`src/rtl/iq_pkg.sv`:
```
// iq_pkg: shared sizes, entry layout and helpers for the memory issue queue
package iq_pkg;
    localparam int IQ_MEM_SIZE = 8;
    localparam int DISPATCH_WIDTH = 2;
    localparam int PRF_INT_INDEX_SIZE = 6;
    localparam int PAYLOAD_WIDTH = 64;
    localparam int COUNT_WIDTH = $clog2(IQ_MEM_SIZE + 1);
    localparam int SLOT_WIDTH = $clog2(IQ_MEM_SIZE);
    typedef struct packed {
        logic                          valid;
        logic                          is_store;
        logic                          rs1_used;
        logic [PRF_INT_INDEX_SIZE-1:0] rs1;
        logic                          rs2_used;
        logic [PRF_INT_INDEX_SIZE-1:0] rs2;
        logic [PAYLOAD_WIDTH-1:0]      payload;
    } iq_mem_entry_t;
    function automatic logic [COUNT_WIDTH-1:0] popcount(input logic [DISPATCH_WIDTH-1:0] bits);
        popcount = '0;
        for (int l = 0; l < DISPATCH_WIDTH; l++) popcount = popcount + COUNT_WIDTH'(bits[l]);
    endfunction
endpackage

```
`src/rtl/iq_mem_select.sv`:
```
// iq_mem_select: picks the oldest ready slot that has no older store ahead of it
module iq_mem_select import iq_pkg::*; (
    input  logic [IQ_MEM_SIZE-1:0] ready,
    input  logic [IQ_MEM_SIZE-1:0] valid,
    input  logic [IQ_MEM_SIZE-1:0] is_store,
    output logic [IQ_MEM_SIZE-1:0] grant,
    output logic [SLOT_WIDTH-1:0]  index,
    output logic                   any
);
    logic older_store;
    always_comb begin
        grant = '0;
        index = '0;
        any = 1'b0;
        older_store = 1'b0;
        for (int i = 0; i < IQ_MEM_SIZE; i++) begin
            if (valid[i] && ready[i] && !older_store && !any) begin
                grant[i] = 1'b1;
                index = SLOT_WIDTH'(i);
                any = 1'b1;
            end
            older_store = older_store | (valid[i] && is_store[i]);
        end
    end
endmodule

```
`src/rtl/issue_queue_mem.sv`:
```
// issue_queue_mem: collapsing age-ordered load/store issue queue, one issue per cycle
module issue_queue_mem import iq_pkg::*; (
    input  logic                                                clock,
    input  logic                                                reset,
    input  logic                                                clear,
    input  logic [DISPATCH_WIDTH-1:0]                           dispatch_valid,
    input  logic [DISPATCH_WIDTH-1:0]                           dispatch_is_store,
    input  logic [DISPATCH_WIDTH-1:0]                           dispatch_rs1_used,
    input  logic [DISPATCH_WIDTH-1:0]                           dispatch_rs2_used,
    input  logic [DISPATCH_WIDTH-1:0][PRF_INT_INDEX_SIZE-1:0]   dispatch_rs1,
    input  logic [DISPATCH_WIDTH-1:0][PRF_INT_INDEX_SIZE-1:0]   dispatch_rs2,
    input  logic [DISPATCH_WIDTH-1:0][PAYLOAD_WIDTH-1:0]        dispatch_payload,
    output logic                                                dispatch_ready,
    output logic [IQ_MEM_SIZE-1:0][PRF_INT_INDEX_SIZE-1:0]      sb_rs1_index,
    output logic [IQ_MEM_SIZE-1:0][PRF_INT_INDEX_SIZE-1:0]      sb_rs2_index,
    input  logic [IQ_MEM_SIZE-1:0]                              sb_rs1_busy,
    input  logic [IQ_MEM_SIZE-1:0]                              sb_rs2_busy,
    output logic                                                issue_valid,
    input  logic                                                issue_ready,
    output logic                                                issue_is_store,
    output logic [PRF_INT_INDEX_SIZE-1:0]                       issue_rs1,
    output logic [PRF_INT_INDEX_SIZE-1:0]                       issue_rs2,
    output logic [PAYLOAD_WIDTH-1:0]                            issue_payload,
    output logic [COUNT_WIDTH-1:0]                              count
);
    iq_mem_entry_t [IQ_MEM_SIZE-1:0] slots, slots_next;
    iq_mem_entry_t [IQ_MEM_SIZE:0]   ext;
    iq_mem_entry_t                   sel;
    logic [IQ_MEM_SIZE-1:0]          ready, valid, is_store, grant;
    logic [SLOT_WIDTH-1:0]           index;
    logic [COUNT_WIDTH-1:0]          base, tail, count_next;
    logic                            fire;

    always_comb begin
        for (int i = 0; i < IQ_MEM_SIZE; i++) begin
            valid[i] = slots[i].valid;
            is_store[i] = slots[i].is_store;
            ready[i] = slots[i].valid && (!slots[i].rs1_used || !sb_rs1_busy[i])
                                      && (!slots[i].rs2_used || !sb_rs2_busy[i]);
            sb_rs1_index[i] = slots[i].valid ? slots[i].rs1 : '0;
            sb_rs2_index[i] = slots[i].valid ? slots[i].rs2 : '0;
        end
    end

    iq_mem_select u_select (
        .ready    (ready),
        .valid    (valid),
        .is_store (is_store),
        .grant    (grant),
        .index    (index),
        .any      (issue_valid)
    );

    always_comb begin
        sel = '0;
        for (int i = 0; i < IQ_MEM_SIZE; i++) if (grant[i]) sel = slots[i];
    end

    assign issue_is_store = sel.is_store;
    assign issue_rs1 = sel.rs1;
    assign issue_rs2 = sel.rs2;
    assign issue_payload = sel.payload;
    assign dispatch_ready = count <= COUNT_WIDTH'(IQ_MEM_SIZE - DISPATCH_WIDTH);
    assign fire = issue_valid && issue_ready;
    assign ext = {iq_mem_entry_t'('0), slots};

    // collapse over the fired slot, then append accepted lanes behind the new tail
    always_comb begin
        for (int i = 0; i < IQ_MEM_SIZE; i++)
            slots_next[i] = (fire && SLOT_WIDTH'(i) >= index) ? ext[i+1] : slots[i];
        base = count - COUNT_WIDTH'(fire);
        tail = base;
        for (int l = 0; l < DISPATCH_WIDTH; l++) begin
            if (dispatch_ready && dispatch_valid[l]) begin
                slots_next[tail[SLOT_WIDTH-1:0]] = '{valid: 1'b1, is_store: dispatch_is_store[l],
                    rs1_used: dispatch_rs1_used[l], rs1: dispatch_rs1[l],
                    rs2_used: dispatch_rs2_used[l], rs2: dispatch_rs2[l],
                    payload: dispatch_payload[l]};
                tail = tail + COUNT_WIDTH'(1);
            end
        end
        count_next = base + (dispatch_ready ? popcount(dispatch_valid) : '0);
    end

    always_ff @(posedge clock) begin
        if (reset || clear) begin
            slots <= '0;
            count <= '0;
        end else begin
            slots <= slots_next;
            count <= count_next;
        end
    end
endmodule

```
`config.mk`:
```
export PLATFORM = sky130hd
export DESIGN_NAME = issue_queue_mem
export DESIGN_NICKNAME = d
export VERILOG_FILES = /design/src/rtl/iq_pkg.sv /design/src/rtl/iq_mem_select.sv /design/src/rtl/issue_queue_mem.sv
export SDC_FILE = /design/constraint.sdc
export NUM_CORES = 2
export LEC_CHECK = 0
export CAP_MARGIN = 15
export CELL_PAD_IN_SITES_DETAIL_PLACEMENT = 1
export CELL_PAD_IN_SITES_GLOBAL_PLACEMENT = 2
export CORE_UTILIZATION = 30
export DETAILED_ROUTE_END_ITERATION = 7
export HOLD_SLACK_MARGIN = 0.12
export PLACE_DENSITY = 0.9
export SYNTH_ARGS = -nofsm -noshare
export SYNTH_HDL_FRONTEND = slang
export SYNTH_HIERARCHICAL = 1
export SYNTH_SLANG_ARGS = --single-unit
```
`constraint.sdc`:
```
create_clock -name clock -period 5.4 [get_ports clock]
set_input_delay 1.62 -clock clock [delete_from_list [all_inputs] [get_ports clock]]
set_output_delay 1.62 -clock clock [all_outputs]
set_load 0.01 [all_outputs]
```
==> metrics.csv <==
stage;metric;value;unit
synth;syn_area;39200;um2
global_routing;gr-total-overflow;0;
drt;vias;48500;
synth;ys_types;50;
hold_path;worst_hold_path_type;flip-flop to flip-flop;
drt;wl_met2;100000;um
synth;ys_top_cells_by_area;dfxtp_1 33%, nand2_1 14%, o211ai_1 11%;
timing;holdWs;0.507;ns
drt;top_layer_used;met5;
drt;vias_per_cell;6.17;
drt;detail-route-antenna-nets;0;
synth;netlist.area_leader.share;32.9;%
timing;rsz0062_at_grt;true;
power_and_ir_drop;p_per_area;221;nW/um2
global_routing;grt_pass1_wl;316000;um
drt;wl_met3;17300;um
timing;finalSetupTns;-20.86;ns
synth;avgSynthCellArea;6.89;um2
timing;finalHoldViolCount;0;
critical_path;end_kind;primary output;
timing;max_slew.worst_pin.slew;0.960;ns
synth;async_flop_share;0;%
timing;period_share;107;%
critical_path;crit_path_start_kind;primary input;
timing;max_freq;173;MHz
run_status;outcome;complete, but fails checks;
synth;synth-seq-cells;644;
synth;syn_inst;5689;
timing;setup_ws;-0.388;ns
drt;met1_length;86000;um
layout;drive_gt1_share;20.5;%
placed_design;dp_hpwl;131000;um
cts;clockRootBuffer;clkbuf_16;
timing;min_period;5.79;ns
run;drv_cap;0;
synth;synth-edff-count;0;
layout;fin_area;55800;um2
synth;yosys.area.top_type;dfxtp_1;
floorplan;coreArea;129000;um2
critical_path;r2r_slack;1.06;ns
timing;finClkSkew;0.0366;ns
drt;drtPass1Iterations;6;
global_routing;track_usage;30.8;%
placed_design;dpl_cell_area;48200;um2
cts;cts_made_buffers;82;
layout;area_delta_synth_final;42.4;%
synth;synth_ff_type;dfxtp_1;
global_routing;antenna_found_initial;5;
drt;wl;214000;um
cts;htreeDepth;3;
floorplan;io_pins;359;
floorplan;rows;132;
critical_path;startpoint;sb_rs2_busy[0];
floorplan;die_w;363;um
cts;path_clk_slew;0.05;ns
timing;drv_slew;0;
floorplan;die_area;132000;um2
run_status;violations;setup timing;
cts;cts_tree;built;
critical_path;r2r_start;ext[399]$_SDFF_PP0_;
cts;clk_latency;0.72;ns
synth;synth-seq-area-share;32.9;%
drt;drt-initial-drc-count;4760;
synth;ys_warn_count;6;
timing;setup-violations-final;77;
power_and_ir_drop;p_leak;19.9;nW
hold_path;hold_start;ext[579]$_SDFF_PP0_;
layout;final.fill_count;15400;
synth;syn_nets;5875;
floorplan;initial_core_util;30.3;%
critical_path;worstSetupPathType;primary input to primary output;
critical_path;crit_arrival;4.17;ns
cts;clockBufferDepth;3;
placed_design;gp_congestion;0.901;
power_and_ir_drop;ir_drop;0.216;mV
cts;cts_sinks;644;
drt;wl_per_cell;27.2;um
drt;route.detailed.drc;0;
layout;nets;6232;
placed_design;io_buffers;358;
floorplan;die_h;363;um
critical_path;path_max_fanout;5;
global_routing;grt_max_degree;89;
timing;slew_headroom;35.8;%
global_routing;grt_pass1_vias;50300;
critical_path;cp.required;3.78;ns
-- metal layers --
metal / global-route usage, % / up-vias
met5: 0 / -
met4: 16.0 / 4
met2: 50.8 / 2411
met3: 5.38 / 666
met1: 38.3 / 24300
li1: - / 21100
-- critical path, cell delays in order --
cell      delay, ns
buf_6          0.07
nand2_2        0.04
nand2_2        0.09
a21oi_4        0.05
and2_4         0.18
a31oi_4        0.23
nand4_1        0.14
buf_6          0.17
nor3_4         0.27
buf_12         0.18
buf_12         0.12
buf_12         0.12
buf_16         0.13
buf_12         0.11
a21oi_4        0.03
a221oi_4       0.34
o31ai_2        0.10
buf_2          0.14
-- cells by family after synthesis --
kind of cell,synth area share [%]
and+or+nand+nor,24.2
AOI/OAI and AO/OA,32.5
buffers and inverters,7.72
DFF,32.9
muxes,2.30
adders and majority gates,0.211
xor gates and xnor gates,0.137
-- Yosys cell counts (2+ instances only) --
cell and number:
a221oi_1 153, nand2_1 1474, o211ai_1 549, a41oi_1 4, xnor2_1 2, o21ai_0 322
nor3_1 5, o21ai_1 4, and3_1 3, buf_4 9, buf_2 111, mux2i_1 90
nor2_1 14, clkbuf_1 516, nor2b_1 157, nand2_2 3, ha_1 5, inv_1 84
o31ai_1 153, o22ai_1 158, a32o_1 3, dfxtp_1 644, nand3_1 402, and3b_1 2
and2_1 111, a21oi_1 568, a31oi_1 87, buf_1 30, nand4_1 3, buf_6 3
-- registers in the layout, indices dropped and copies added (netlist names) --
register and count:
ext 640, count 4
-- stage by stage --
step / std cells / total power (W) / utilization [%] / worst slack, ns
after floorplan: 5689 / 0.00577 / - / -0.0611
final: 7858 / 0.0123 / 43.1 / -0.388
after global routing: 7857 / 0.0127 / 43.1 / -0.415
after detailed placement: 7518 / 0.00658 / 37.2 / -1.36
after global placement: 7517 / 0.00654 / 37.2 / -1.36
after CTS: 7816 / 0.0123 / 42.4 / -0.333
-- worst paths after layout --
path                                            end  cells past startpoint
worst min register to register  ext[579]$_SDFF_PP0_                      2
worst max-delay path              issue_payload[41]                     18
worst max register to register  ext[454]$_SDFF_PP0_                     18
worst min-delay path            ext[579]$_SDFF_PP0_                      2
-- report_power, final --
group / switching, W / internal (W) / leakage [nW]
clock network: 0.00246 / 0.00331 / 1.33
registers: 0.000107 / 0.00486 / 5.20
logic: 0.00102 / 0.000581 / 13.4
-- layout make-up --
| class | count | area [um2] | area share [%] |
|---|---|---|---|
| sequential | 644 | 12900 | 23.1 |
| tap | 1742 | 2180 | 3.91 |
| clock inverter | 25 | 278 | 0.498 |
| clock buffer | 125 | 2440 | 4.37 |
| timing repair buffer | 942 | 11300 | 20.3 |
| inverter | 85 | 320 | 0.574 |
| antenna | 4 | 10.0 | 0.0179 |
| multi-input combinational | 4291 | 26300 | 47.2 |
-- cell usage in the layout, fill, tap and decap left out, drive strengths merged, types with 5 or more instances in the layout --
| master | n |
|---|---|
| clkdlybuf4s50 | 268 |
| o22ai | 158 |
| o211ai | 549 |
| dfxtp | 644 |
| nor2b | 158 |
| buf | 658 |
| nand2 | 1477 |
| clkinv | 15 |
| clkbuf | 133 |
| nand3 | 402 |
| o21ai | 326 |
| nor3 | 6 |
| a31oi | 87 |
| a21oi | 568 |
| inv | 88 |
| nor2 | 14 |
| dlygate4sd2 | 6 |
| and2 | 111 |
| a221oi | 153 |
| mux2i | 90 |
| ha | 5 |
| o31ai | 154 |
-- repair_timing --
| action | 4_1_cts | 5_1_grt |
|---|---|---|
| pin swaps | 159 | 81 |
| setup buffers | 127 | 51 |
| gates cloned | 30 | 7 |
| setup endpoints to repair | 78 | 78 |
| hold buffers | 0 | 0 |
| resized for setup | 842 | 133 |
(Power assumes the default switching activity.)
